--- config.mk ---
export PLATFORM = sky130hd
export DESIGN_NAME = mem_stage
export DESIGN_NICKNAME = d
export VERILOG_FILES = /design/src/rtl/mem_pkg.sv /design/src/rtl/mem_stage_watchdog.sv /design/src/rtl/mem_stage.sv
export SDC_FILE = /design/constraint.sdc
export NUM_CORES = 1
export LEC_CHECK = 0
export ABC_AREA = 1
export CAP_MARGIN = 20
export CORE_ASPECT_RATIO = 0.7
export CORE_MARGIN = 8
export CORE_UTILIZATION = 42
export CTS_CLUSTER_DIAMETER = 200
export DETAILED_ROUTE_END_ITERATION = 10
export GPL_ROUTABILITY_DRIVEN = 0
export PLACE_DENSITY = 0.88
export SLEW_MARGIN = 5
export SYNTH_ARGS = -nofsm -noshare
export SYNTH_HDL_FRONTEND = slang
export SYNTH_HIERARCHICAL = 1
export SYNTH_SLANG_ARGS = --single-unit
export TNS_END_PERCENT = 50
--- constraint.sdc ---
create_clock -name clk -period 2.8 [get_ports clk]
set_clock_uncertainty 0.15 [all_clocks]
set_input_delay 0.42 -clock clk [delete_from_list [all_inputs] [get_ports clk]]
set_output_delay 0.42 -clock clk [all_outputs]
set_load 0.005 [all_outputs]
--- src/rtl/mem_pkg.sv ---
// Shared types and default widths for the memory-access stage.
package mem_pkg;

    typedef enum logic [1:0] {
        IDLE = 2'd0,
        BUSY = 2'd1,
        DONE = 2'd2
    } mem_state_t;

    localparam int DATA_W = 32;
    localparam int ADDR_W = 32;
    localparam int DEST_W = 4;

endpackage

--- src/rtl/mem_stage_watchdog.sv ---
// BUSY-cycle watchdog: counts stalled cycles and flags the last allowed one.
module mem_stage_watchdog #(
    parameter int TIMEOUT_CYCLES = 16
) (
    input  logic clk,
    input  logic reset,
    input  logic clear,
    input  logic count_en,
    output logic expired
);
    localparam int CW = $clog2(TIMEOUT_CYCLES + 1);

    logic [CW-1:0] count;

    always_ff @(posedge clk or negedge reset) begin
        if (!reset)
            count <= '0;
        else if (clear)
            count <= '0;
        else if (count_en)
            count <= count + CW'(1);
    end

    // Fires in the cycle whose stall would make the count reach the limit.
    assign expired = count_en && (count == CW'(TIMEOUT_CYCLES - 1));

endmodule

--- src/rtl/mem_stage.sv ---
// Memory-access stage: req/ready data-memory access with pipeline freeze.
// Optional watchdog timeout enabled by defining MEM_STAGE_TIMEOUT_EN.
module mem_stage
    import mem_pkg::*;
#(
    parameter int DATA_WIDTH     = DATA_W,
    parameter int ADDR_WIDTH     = ADDR_W,
    parameter int TIMEOUT_CYCLES = 16
) (
    input  logic                  clk,
    input  logic                  reset,
    input  logic                  i_Sig_Write_Back_Enable,
    input  logic                  i_Sig_Memory_Read_Enable,
    input  logic                  i_Sig_Memory_Write_Enable,
    input  logic [DATA_WIDTH-1:0] i_ALU_Result,
    input  logic [DATA_WIDTH-1:0] i_Store_Value,
    input  logic [DEST_W-1:0]     i_Destination,
    output logic                  o_Mem_Req,
    output logic                  o_Mem_We,
    output logic [ADDR_WIDTH-1:0] o_Mem_Addr,
    output logic [DATA_WIDTH-1:0] o_Mem_Wdata,
    input  logic                  i_Mem_Ready,
    input  logic [DATA_WIDTH-1:0] i_Mem_Rdata,
    output logic                  o_Freeze,
    output logic                  o_Mem_Error,
    output logic                  o_Sig_Write_Back_Enable,
    output logic                  o_Sig_Memory_Read_Enable,
    output logic [DATA_WIDTH-1:0] o_ALU_Result,
    output logic [DATA_WIDTH-1:0] o_Memory_Read_Value,
    output logic [DEST_W-1:0]     o_Destination
);

    mem_state_t state, state_nxt;

    logic                  access;
    logic                  launch;
    logic                  busy;
    logic                  done;
    logic                  timeout;
    logic                  err;
    logic [DATA_WIDTH-1:0] rdata_q;

    assign access = i_Sig_Memory_Read_Enable | i_Sig_Memory_Write_Enable;
    assign busy   = (state == BUSY);
    assign done   = (state == DONE);
    assign launch = (state == IDLE) && access;

    always_ff @(posedge clk or negedge reset) begin
        if (!reset)
            state <= IDLE;
        else
            state <= state_nxt;
    end

    always_comb begin
        state_nxt = state;
        unique case (state)
            IDLE:    if (access) state_nxt = BUSY;
            BUSY:    if (i_Mem_Ready || timeout) state_nxt = DONE;
            DONE:    state_nxt = IDLE;
            default: state_nxt = IDLE;
        endcase
    end

    // Freeze-time bubbles keep mem_stage_reg from capturing a half-done op.
    always_comb begin
        o_Freeze                 = launch | busy;
        o_Sig_Write_Back_Enable  = i_Sig_Write_Back_Enable;
        o_Sig_Memory_Read_Enable = i_Sig_Memory_Read_Enable;
        o_Memory_Read_Value      = '0;
        if (done) begin
            o_Sig_Write_Back_Enable  = i_Sig_Write_Back_Enable & ~err;
            o_Sig_Memory_Read_Enable = i_Sig_Memory_Read_Enable & ~o_Mem_We;
            o_Memory_Read_Value      = rdata_q;
        end
        if (o_Freeze) begin
            o_Sig_Write_Back_Enable  = 1'b0;
            o_Sig_Memory_Read_Enable = 1'b0;
        end
    end

    assign o_ALU_Result  = i_ALU_Result;
    assign o_Destination = i_Destination;
    assign o_Mem_Error   = err;

    always_ff @(posedge clk or negedge reset) begin
        if (!reset) begin
            o_Mem_Req   <= 1'b0;
            o_Mem_We    <= 1'b0;
            o_Mem_Addr  <= '0;
            o_Mem_Wdata <= '0;
            rdata_q     <= '0;
        end else if (launch) begin
            o_Mem_Req   <= 1'b1;
            o_Mem_We    <= i_Sig_Memory_Write_Enable;
            o_Mem_Addr  <= i_ALU_Result[ADDR_WIDTH-1:0];
            o_Mem_Wdata <= i_Store_Value;
            rdata_q     <= '0;
        end else if (busy && i_Mem_Ready) begin
            o_Mem_Req <= 1'b0;
            if (!o_Mem_We)
                rdata_q <= i_Mem_Rdata;
        end else if (busy && timeout) begin
            o_Mem_Req <= 1'b0;
        end
    end

`ifdef MEM_STAGE_TIMEOUT_EN
    logic expired;

    mem_stage_watchdog #(
        .TIMEOUT_CYCLES(TIMEOUT_CYCLES)
    ) u_watchdog (
        .clk      (clk),
        .reset    (reset),
        .clear    (launch),
        .count_en (busy & ~i_Mem_Ready),
        .expired  (expired)
    );

    assign timeout = expired;

    always_ff @(posedge clk or negedge reset) begin
        if (!reset)
            err <= 1'b0;
        else
            err <= busy & timeout;
    end
`else
    logic unused_timeout_cfg;

    assign unused_timeout_cfg = |TIMEOUT_CYCLES;
    assign timeout            = 1'b0;
    assign err                = 1'b0;
`endif

endmodule

==> qor.log <==
[clock_tree] Skew-Pair Late Insertion Delay 0.33 ns
[finish] number of nets in the final layout 834
[min_path] worst hold-check path type in2async
[synth] Synth warnings 6
[sta] final critical-path share of the clock period 0.857
[synth] synthesized area 4360 um2
[synth] Distinct cells, synth 15
[synth] most numerous cell in the Yosys netlist sky130_fd_sc_hd__nand2_1
[worst_setup_path] most prevalent standard cell on the critical path sky130_fd_sc_hd__clkdlybuf4s50_1
[synth] most used standard cells in the synthesized netlist sky130_fd_sc_hd__nand2_1 (298), sky130_fd_sc_hd__dfrtp_1 (100), sky130_fd_sc_hd__buf_4 (44)
[worst_setup_path] slowest cell delay on critical path 0.59 ns
[detailed_routing] violation count after the first detailed-route iteration 197
[worst_setup_path] maximum fanout encountered on the critical timing path 2
[die] num rows 31
[synth] gate count of the mapped netlist 537
[global_routing] number of global-route vias before repair 4048
[worst_setup_path] slowest CP cell sky130_fd_sc_hd__clkdlybuf4s50_1
[worst_setup_path] Crit Path Category in2out
[die] full die area 13900 um2
[synth] cell types occupying the most area after synthesis sky130_fd_sc_hd__dfrtp_1 (57%), sky130_fd_sc_hd__nand2_1 (26%), sky130_fd_sc_hd__buf_4 (7.6%), sky130_fd_sc_hd__inv_1 (3.2%), sky130_fd_sc_hd__nor2_1 (2.8%)
[synth] Seq/Total Area, Yosys 0.574
[power] power per cell area 960 nW/um2
[clock_tree] total setup buffers inserted after CTS 0
[global_routing] antenna violations before repair 0
[synth] Avg Cell Area, Syn 8.12 um2
[finish] post-route non-filler standard cell count 865
[sta] Setup violations, final 0
[finish] diodes inserted 0
[sta] Setup Total Neg Slack 0 ns
[place] Cell Count Post-Placement 849
[die] die outline height 101 um
[power] internal power component 4.22 mW
[worst_setup_path] kind of end point of the critical path primary output
[power] switching power share of the total 0.351
[clock_tree] Resize count post-CTS 0
[die] starting density of the core 0.426
[sta] number of failing hold endpoints at the final stage 5
[place] Buffers on Ports 234
[die] Ports 244
[clock_tree] cell at the root of the clock tree sky130_fd_sc_hd__clkbuf_16
[sta] Peak Freq 0.417 GHz
[worst_setup_path] worst endpoint data arrival time 1.83 ns
[power] switching power summed over all nets 2.29 mW
[place] post-DP HPWL 10.1 mm
[synth] number of synthesized flops with an enable pin 0
[die] core region area 10200 um2
[worst_setup_path] crit-path cells clkdlybuf4s50_1, inv_1, a211oi_1, clkdlybuf4s50_1
[sta] Least-Margin Pin Slew 0.636 ns
[clock_tree] # clock sinks 100
[finish] layout overhead on the synthesized area 55.5%
[outcome] violated checks hold timing
[synth] flops & latches, synth 100
[synth] top cell type by total area after synthesis sky130_fd_sc_hd__dfrtp_1
[outcome] status finished, violations left
[sta] Worst Hold Slack -0.0140 ns
[worst_setup_path] critical path launch point type input port
[power] Comb power frac 0.433
[die] Die Width 138 um
[detailed_routing] residual DRC count 0
[detailed_routing] post-DR wirelength/cell 15.6 um
[clock_tree] number of buffers added to fix hold violations after cts 0
[synth] leading register cell type out of synthesis sky130_fd_sc_hd__dfrtp_1
[detailed_routing] final wirelength 13.5 mm
[global_routing] largest net degree at the start of global routing 101
[detailed_routing] ratio of routed vias to standard cells 4.57
[clock_tree] clock transition time at the flip-flop clock pins of the worst setup and hold paths 0.06 ns
[synth] post-synthesis net count 643
[power] peak ir drop on the vdd network 0.548 mV
[power] share of power burned in registers 0.392
[clock_tree] clock tree from TritonCTS yes
[sta] setup repair after global routing missed its margin no
[detailed_routing] antenna-violating nets left 0
[global_routing] GRT Util Overall 0.188
[worst_setup_path] Worst Path Required 2.23 ns
[synth] fraction of synthesis flops using an asynchronous set or reset pin 1.00
[detailed_routing] Initial DRT Pass Iterations 4
[sta] Max Transition Viols Final 0
[global_routing] first-pass GRT wire length 20.6 mm
[global_routing] overflow left after global routing 0
[flow_run] max-capacitance violation count 0
[finish] fraction of final layout cells sized beyond drive strength 1 0.0355
[sta] shortest period the worst path allows 2.40 ns
[synth] portion of synthesized cell area occupied by the leading cell type 0.574
[clock_tree] CTS H-tree depth 3
[power] Static Leak 3.30 nW
[clock_tree] total clock buffers created by CTS 9
[sta] worst slew margin relative to its limit 0.576
[clock_tree] clk buf depth 2
[detailed_routing] detailed-route via count 3949
[power] power share of the clock group 0.174
[worst paths after layout]
check,startpoint,end,slack (ns),depth (start not counted)
hold / removal,reset,rdata_q[22],-0.01,2
setup reg to reg,state[1],o_Mem_Wdata[15],1.05,6
setup / recovery,i_Sig_Memory_Read_Enable,o_Sig_Memory_Read_Enable,0.40,4
min in group clk,rdata_q[2],rdata_q[2],0.32,2
max in group asynchronous,reset,o_Mem_Wdata[24],2.11,2
hold reg to reg,rdata_q[2],rdata_q[2],0.32,2
[placed cells by master (no fill, tap or decap)]
cell                              count
sky130_fd_sc_hd__clkbuf_16            9
sky130_fd_sc_hd__o21ai_0              1
sky130_fd_sc_hd__clkinv_2             2
sky130_fd_sc_hd__inv_2                2
sky130_fd_sc_hd__buf_12               2
sky130_fd_sc_hd__clkbuf_1             2
sky130_fd_sc_hd__clkdlybuf4s50_1    233
sky130_fd_sc_hd__nand2_2              2
sky130_fd_sc_hd__nand2_1            298
sky130_fd_sc_hd__clkinvlp_4           2
sky130_fd_sc_hd__a211oi_1             1
sky130_fd_sc_hd__buf_4                4
sky130_fd_sc_hd__clkbuf_8             1
sky130_fd_sc_hd__inv_1               37
sky130_fd_sc_hd__conb_1               1
sky130_fd_sc_hd__nor2_2               2
sky130_fd_sc_hd__dfrtp_1            100
sky130_fd_sc_hd__nand3_1              1
sky130_fd_sc_hd__nor2_1              33
[area by class of cell]
type | instances | area, um2
timing repair buffer | 239 | 2400
sequential | 100 | 2500
clock buffer | 12 | 246
fill | 775 | 3460
multi-input combinational | 339 | 1290
clock inverter | 4 | 25.0
inverter | 39 | 146
tap | 132 | 165
[stage by stage]
| stage | power (mW) | setup slack (ns) | hold WS [ns] | util | instance area, um2 |
|---|---|---|---|---|---|
| after global routing | 6.99 | 0.311 | 0.0307 | 0.662 | 6780 |
| final | 6.51 | 0.400 | -0.0140 | 0.662 | 6780 |
| after floorplan | 3.82 | 1.25 | -0.0256 | - | 4360 |
| after global placement | 5.27 | 0.479 | 0.305 | 0.635 | 6500 |
| after detailed placement | 5.42 | 0.409 | 0.310 | 0.635 | 6500 |
| after CTS | 6.59 | 0.413 | 0.0107 | 0.662 | 6780 |
[per-layer routing]
metal | share of wire | GRT usage
met2 | 0.48 | 0.321
met3 | 0.12 | 0.0882
met5 | 0 | 0
met4 | 0.016 | 0.0510
met1 | 0.38 | 0.208
[power by group through the flow]
stage	combinational, mW	clock [mW]	sequential (mW)
2_1_floorplan	1.27	0	2.55
4_1_cts	2.87	1.17	2.55
3_3_place_gp	2.75	0	2.52
6_report	2.82	1.13	2.55
5_1_grt	3.12	1.23	2.64
3_5_place_dp	2.85	0	2.57
[cells by family (layout without fill, tap and decap cells)]
| family | count (synthesis) | after routing | synth area share |
|---|---|---|---|
| DFF | 100 | 100 | 0.574 |
| AOI/OAI and AO/OA | 2 | 2 | 0.00287 |
| other | 1 | 1 | 0.000861 |
| and+or+nand+nor | 336 | 336 | 0.292 |
| buffers and inverters | 98 | 294 | 0.130 |
[registers in the layout, summed over array words and instances, names as in the netlist]
signal	count
o_Mem_We	1
o_Mem_Addr	32
o_Mem_Wdata	32
rdata_q	32
state	2
o_Mem_Req	1
[worst max-delay path: cells and delay by family]
kind	cells	cell delay, ns
buffers and inverters	3	1.09
AOI/OAI and AO/OA	1	0.32
Power figures use the tool's default switching activity.
